File: src/rtl/fp_dot_product_seq.sv
// rtl/fp_dot_product_seq.sv - sequencer driving a shared FPU bus to compute sum(x[i]*w[i])
// Optional BIAS_INIT_EN adds a bias input that seeds the accumulator.
module fp_dot_product_seq #(
  parameter int DATA_WIDTH = 32,
  parameter int LEN_W      = 8,
  parameter int TIMEOUT    = 64
) (
  input  logic                  clk,
  input  logic                  rstn,
  input  logic                  start,
  input  logic [LEN_W-1:0]      len,
`ifdef BIAS_INIT_EN
  input  logic [DATA_WIDTH-1:0] bias,
`endif
  input  logic                  elem_valid,
  input  logic [DATA_WIDTH-1:0] elem_x,
  input  logic [DATA_WIDTH-1:0] elem_w,
  output logic                  elem_ready,
  output logic [DATA_WIDTH-1:0] fpu_a,
  output logic [DATA_WIDTH-1:0] fpu_b,
  output logic                  mul_start,
  output logic                  add_start,
  input  logic [DATA_WIDTH-1:0] mult_out,
  input  logic [DATA_WIDTH-1:0] add_out,
  input  logic                  mult_done,
  input  logic                  add_done,
  output logic                  busy,
  output logic                  res_valid,
  output logic [DATA_WIDTH-1:0] res_data,
  output logic                  err_timeout
);

  localparam logic [2:0] S_IDLE      = 3'd0;
  localparam logic [2:0] S_LOAD      = 3'd1;
  localparam logic [2:0] S_WAIT_ELEM = 3'd2;
  localparam logic [2:0] S_MUL_ISSUE = 3'd3;
  localparam logic [2:0] S_MUL_WAIT  = 3'd4;
  localparam logic [2:0] S_ADD_ISSUE = 3'd5;
  localparam logic [2:0] S_ADD_WAIT  = 3'd6;
  localparam logic [2:0] S_DONE      = 3'd7;

  localparam int WCW = $clog2(TIMEOUT + 1);
  // Wait counter starts at 0 on the first wait cycle, so TIMEOUT-1 marks the last one.
  localparam logic [WCW-1:0] WAIT_LAST = WCW'(TIMEOUT - 1);

  logic [2:0]            state_q, state_d;
  logic [LEN_W-1:0]      len_q, len_d;
  logic [LEN_W-1:0]      count_q, count_d;
  logic [DATA_WIDTH-1:0] acc_q, acc_d;
  logic [DATA_WIDTH-1:0] x_q, x_d;
  logic [DATA_WIDTH-1:0] w_q, w_d;
  logic [DATA_WIDTH-1:0] prod_q, prod_d;
  logic [WCW-1:0]        wait_q, wait_d;
  logic [DATA_WIDTH-1:0] res_data_q, res_data_d;
  logic [DATA_WIDTH-1:0] acc_init;
  logic [LEN_W-1:0]      count_inc;

`ifdef BIAS_INIT_EN
  assign acc_init = bias;
`else
  assign acc_init = '0;
`endif

  assign count_inc = count_q + LEN_W'(1);

  always_comb begin
    state_d     = state_q;
    len_d       = len_q;
    count_d     = count_q;
    acc_d       = acc_q;
    x_d         = x_q;
    w_d         = w_q;
    prod_d      = prod_q;
    wait_d      = wait_q;
    res_data_d  = res_data_q;
    err_timeout = 1'b0;
    case (state_q)
      S_IDLE: begin
        if (start) begin
          len_d   = len;
          acc_d   = acc_init;
          count_d = '0;
          state_d = S_LOAD;
        end
      end
      S_LOAD: begin
        if (len_q == '0) begin
          res_data_d = acc_q;
          state_d    = S_DONE;
        end else begin
          state_d = S_WAIT_ELEM;
        end
      end
      S_WAIT_ELEM: begin
        if (elem_valid) begin
          x_d     = elem_x;
          w_d     = elem_w;
          state_d = S_MUL_ISSUE;
        end
      end
      S_MUL_ISSUE: begin
        wait_d  = '0;
        state_d = S_MUL_WAIT;
      end
      S_MUL_WAIT: begin
        if (mult_done) begin
          prod_d  = mult_out;
          state_d = S_ADD_ISSUE;
        end else if (wait_q == WAIT_LAST) begin
          err_timeout = 1'b1;
          state_d     = S_IDLE;
        end else begin
          wait_d = wait_q + WCW'(1);
        end
      end
      S_ADD_ISSUE: begin
        wait_d  = '0;
        state_d = S_ADD_WAIT;
      end
      S_ADD_WAIT: begin
        if (add_done) begin
          acc_d   = add_out;
          count_d = count_inc;
          if (count_inc == len_q) begin
            res_data_d = add_out;
            state_d    = S_DONE;
          end else begin
            state_d = S_WAIT_ELEM;
          end
        end else if (wait_q == WAIT_LAST) begin
          err_timeout = 1'b1;
          state_d     = S_IDLE;
        end else begin
          wait_d = wait_q + WCW'(1);
        end
      end
      S_DONE:  state_d = S_IDLE;
      default: state_d = S_IDLE;
    endcase
  end

  always_ff @(posedge clk) begin
    if (!rstn) begin
      state_q    <= S_IDLE;
      len_q      <= '0;
      count_q    <= '0;
      acc_q      <= '0;
      x_q        <= '0;
      w_q        <= '0;
      prod_q     <= '0;
      wait_q     <= '0;
      res_data_q <= '0;
    end else begin
      state_q    <= state_d;
      len_q      <= len_d;
      count_q    <= count_d;
      acc_q      <= acc_d;
      x_q        <= x_d;
      w_q        <= w_d;
      prod_q     <= prod_d;
      wait_q     <= wait_d;
      res_data_q <= res_data_d;
    end
  end

  // Operands are pure functions of state, so they stay put from issue until done.
  logic mul_phase, add_phase;
  assign mul_phase = (state_q == S_MUL_ISSUE) || (state_q == S_MUL_WAIT);
  assign add_phase = (state_q == S_ADD_ISSUE) || (state_q == S_ADD_WAIT);

  assign fpu_a      = mul_phase ? x_q : (add_phase ? acc_q  : '0);
  assign fpu_b      = mul_phase ? w_q : (add_phase ? prod_q : '0);
  assign mul_start  = (state_q == S_MUL_ISSUE);
  assign add_start  = (state_q == S_ADD_ISSUE);
  assign elem_ready = (state_q == S_WAIT_ELEM);
  assign busy       = (state_q != S_IDLE);
  assign res_valid  = (state_q == S_DONE);
  assign res_data   = res_data_q;

endmodule

File: config.mk
export PLATFORM = sky130hd
export DESIGN_NAME = fp_dot_product_seq
export DESIGN_NICKNAME = d
export VERILOG_FILES = /design/src/rtl/fp_dot_product_seq.sv
export SDC_FILE = /design/constraint.sdc
export NUM_CORES = 1
export LEC_CHECK = 0
export BUFFER_PORTS_ARGS = -buffer_cell sky130_fd_sc_hd__buf_2
export CORE_MARGIN = 1
export CORE_UTILIZATION = 52
export DETAILED_ROUTE_END_ITERATION = 7
export HOLD_SLACK_MARGIN = 0.08
export PLACE_DENSITY_LB_ADDON = 0.25
export SLEW_MARGIN = 5
export SYNTH_ARGS = -nofsm -noshare
export SYNTH_HDL_FRONTEND = slang
export SYNTH_SLANG_ARGS = --single-unit
File: constraint.sdc
create_clock -name clk -period 2.7 [get_ports clk]
set_input_delay 0.54 -clock clk [delete_from_list [all_inputs] [get_ports clk]]
set_output_delay 0.54 -clock clk [all_outputs]
set_load 0.005 [all_outputs]
==> flow_summary.json <==
{
  "maxSlewHeadroom": 0.557,
  "synthXorXnorAreaFrac": 0.0125,
  "globalRouteTotalUtil": 0.278,
  "crit_arrival_ns": 2.06,
  "final-max-slew-violation-count": 0,
  "worst_r2r_path_depth": 7,
  "syn-cell-area_sq_um": 8410,
  "areaGrowthSynthToFinish_pct": 23.7,
  "antenna_found_initial": 1,
  "drt_iter0_markers": 565,
  "synth-edff-count": 0,
  "synth.top_cell.area_share": 0.443,
  "asyncSetResetFlopFracSynth": 0,
  "timing.critical_path.to_type": "primary output",
  "cts_root_buffer": "sky130_fd_sc_hd__clkbuf_16",
  "grt_start_max_net_pins": 83,
  "dpl.hpwl_mm": 15.5,
  "die_width_microns": 129,
  "fill_cells": 1363,
  "detail_route.drc_violations": 0,
  "placement_rows": 46,
  "dr_total_vias": 8153,
  "post-route-period-util": 0.963,
  "cp.required_ns": 2.16,
  "tritoncts": "yes",
  "total_iterations_of_the_first_detailed_routing_run": 6,
  "cts.htree.levels": 4,
  "synth_compound_area_frac": 0.269,
  "unique_cell_type_count_in_the_yosys_netlist": 62,
  "detailroute.wirelength.met3_mm": 1.70,
  "post_synth_fa_ha_maj_area_fraction": 0.00298,
  "yosys.cell_count.top_type": "sky130_fd_sc_hd__nand2_1",
  "hold_path.class": "in -> reg",
  "synth_flop_cell": "sky130_fd_sc_hd__dfxtp_1",
  "wire_length_on_met2_mm": 11.4,
  "hold_path_sink": "prod_q[17]",
  "dieHeight_microns": 129,
  "grt_overflow": 0,
  "yosysWarningCount": 0,
  "yosys-top-cells-count": "sky130_fd_sc_hd__nand2_1, sky130_fd_sc_hd__dfxtp_1, sky130_fd_sc_hd__a21oi_1, sky130_fd_sc_hd__a22o_1, sky130_fd_sc_hd__clkbuf_1",
  "finClkSkew_ns": 0.00953,
  "fmax_mhz": 385,
  "portBuffers": 243,
  "p_leak_nw": 4.01,
  "grt_pass1_vias": 7292,
  "period_needed_ns": 2.60,
  "worst_ir_drop_vdd_mv": 0.470,
  "clock_sink_count": 186,
  "postLayoutCellArea_sq_um": 10400,
  "vias_per_cell": 5.63,
  "synth-seq-cells": 186,
  "report.final.setup_viol": 0,
  "reg_to_reg_critical_path_startpoint": "count_q[1]",
  "cts_post_setup_buffers_inserted": 0,
  "report.final.hold_viol_count": 0,
  "post_synthesis_mux_area_share": 0.00119,
  "drive_above_1_share": 0.292,
  "rsz_0062_raised_after_global_routing": "yes",
  "start_kind": "register",
  "synth_nets": 1169,
  "worst_pin_slew_ns": 0.665,
  "worst-path-max-fanout": 38,
  "reg2reg_slack_ns": 0.33,
  "final_nets": 1362,
  "highest_routed_metal_layer": "met5",
  "syn_avg_cell_area_sq_um": 8.20,
  "placement.cell_area_sq_um": 9790,
  "holdPathStages": 3,
  "outcome": "finished clean",
  "main_combinational_cell_family_by_area_after_synthesis": "compound AO/OA/AOI/OAI gates",
  "worst_hold_slack_ns": 0.334,
  "category_of_the_most_critical_setup_path": "reg -> out",
  "grt_first_pass_wirelength_mm": 36.5,
  "synth_top_cells_by_area": "sky130_fd_sc_hd__dfxtp_1, sky130_fd_sc_hd__nand2_1, sky130_fd_sc_hd__a21oi_1",
  "starting_density_of_the_core": 0.531,
  "post_synth_and_or_nand_nor_area_fraction": 0.217,
  "drt-wirelength-per-cell_microns": 16.3,
  "wl_met1_mm": 10.2,
  "core_area_sq_um": 15800,
  "clkTransAtPathRegs_ns": 0.07,
  "detail-route-antenna-nets": 0,
  "cts-buffers-inserted": 17,
  "postSynthCellCount": 1025,
  "critical_path.reg2reg.endpoint": "res_data[4]",
  "top_level_i_o_count": 244,
  "synth_seq_area_share": 0.443,
  "post-synth-top-area-cell": "sky130_fd_sc_hd__dfxtp_1",
  "max-cap-violations": 0,
  "clock_latency_at_the_later_pin_of_the_worst_skew_pair_ns": 0.44,
  "cts.path.max_buffers": 2,
  "antenna_cells_inserted": 0,
  "area_of_the_die_sq_um": 16700,
  "min_from": "mult_out[17]",
  "gp_congestion": 0.836,
  "power_density_nw_per_um2": 647,
  "routed_wirelength_mm": 23.6
}
==> where the power goes <==
| group | leakage (nW) | switching, mW | internal [mW] | total, mW |
|---|---|---|---|---|
| clock network | 0.286 | 1.06 | 1.44 | 2.50 |
| registers | 1.51 | 0.134 | 2.91 | 3.04 |
| logic | 2.22 | 0.715 | 0.475 | 1.19 |
| total | 4.01 | 1.91 | 4.82 | 6.73 |
==> final cells by class <==
cell class,count,area [sq um],share of cell area
Clock buffer,22,474,0.0456
Clock inverter,10,116,0.0112
Inverter,2,12.5,0.00120
Multi-Input combinational cell,739,4280,0.411
Sequential cell,186,3730,0.359
Tap cell,216,270,0.0260
Timing Repair Buffer,272,1520,0.146
==> sequential cells by signal (all words and copies together) (netlist names) <==
register,flops
res_data,32
count_q,8
x_q,32
state_q,3
wait_q,7
prod_q,32
w_q,32
acc_q,32
len_q,8
==> what timing repair did <==
action                     4_1_cts  5_1_grt
setup endpoints to repair       64        5
hold buffers                     0        0
gates resized for setup          5        3
==> cell families (layout without fill, tap and decap cells) <==
group                      count (synthesis)  in the layout
and+or+nand+nor                          420            420
AOI/OAI and AO/OA                        304            304
DFF                                      186            186
buffers and inverters                    100            306
xor gates and xnor gates                  12             12
adders and majority gates                  2              2
muxes                                      1              1
==> metal layers <==
metal,global-route usage,vias to the layer above
met1,0.353,3824
li1,-,3998
met5,0,-
met4,0.0879,2
met2,0.462,296
met3,0.0727,33
==> through the flow <==
stage	TNS (ns)	utilization	std cells	setup WS, ns	total power [mW]
5_1_grt	-0.00333	0.657	1447	-0.00333	6.99
3_3_place_gp	0	0.619	1415	0.258	4.25
6_report	0	0.657	1447	0.0994	6.73
4_1_cts	0	0.657	1447	0.0217	6.75
2_1_floorplan	0	-	1025	0.580	3.81
3_5_place_dp	0	0.619	1415	0.225	4.27
==> worst max-delay path by stage <==
stage | from | endpoint | cells past startpoint
final | state_q[1] | fpu_b[31] | 5
after global routing | state_q[1] | fpu_b[31] | 5
after CTS | state_q[0] | fpu_b[0] | 5
after detailed placement | state_q[0] | fpu_b[0] | 5
after global placement | state_q[0] | fpu_b[31] | 5
after floorplan | state_q[0] | fpu_a[10] | 6
==> placed cells by master, fill, tap and decap left out, drive strengths merged, types with 2 or more instances in the layout <==
master	Yosys	layout
a21oi	154	154
a22o	64	64
a311oi	64	64
a31o	2	2
and2	4	4
and3	5	5
and3b	2	2
and4	2	2
buf	36	271
bufinv	0	2
clkbuf	62	23
clkinv	1	5
clkinvlp	0	2
dfxtp	186	186
ha	2	2
inv	1	3
nand2	319	319
nand2b	4	4
nand3	43	43
nor2	14	14
nor2b	6	6
nor3	6	6
nor4	2	2
o21ai	7	7
or3	3	3
xnor2	9	9
xor2	3	3
==> critical path: stages (launching register included) <==
cell and delay [ns]:
sky130_fd_sc_hd__dfxtp_2 0.50, sky130_fd_sc_hd__and3b_1 0.27, sky130_fd_sc_hd__o21bai_4 0.15, sky130_fd_sc_hd__clkbuf_8 0.32
sky130_fd_sc_hd__a22o_1 0.24, sky130_fd_sc_hd__buf_2 0.13
No activity file was read; power rests on OpenSTA's default activity.
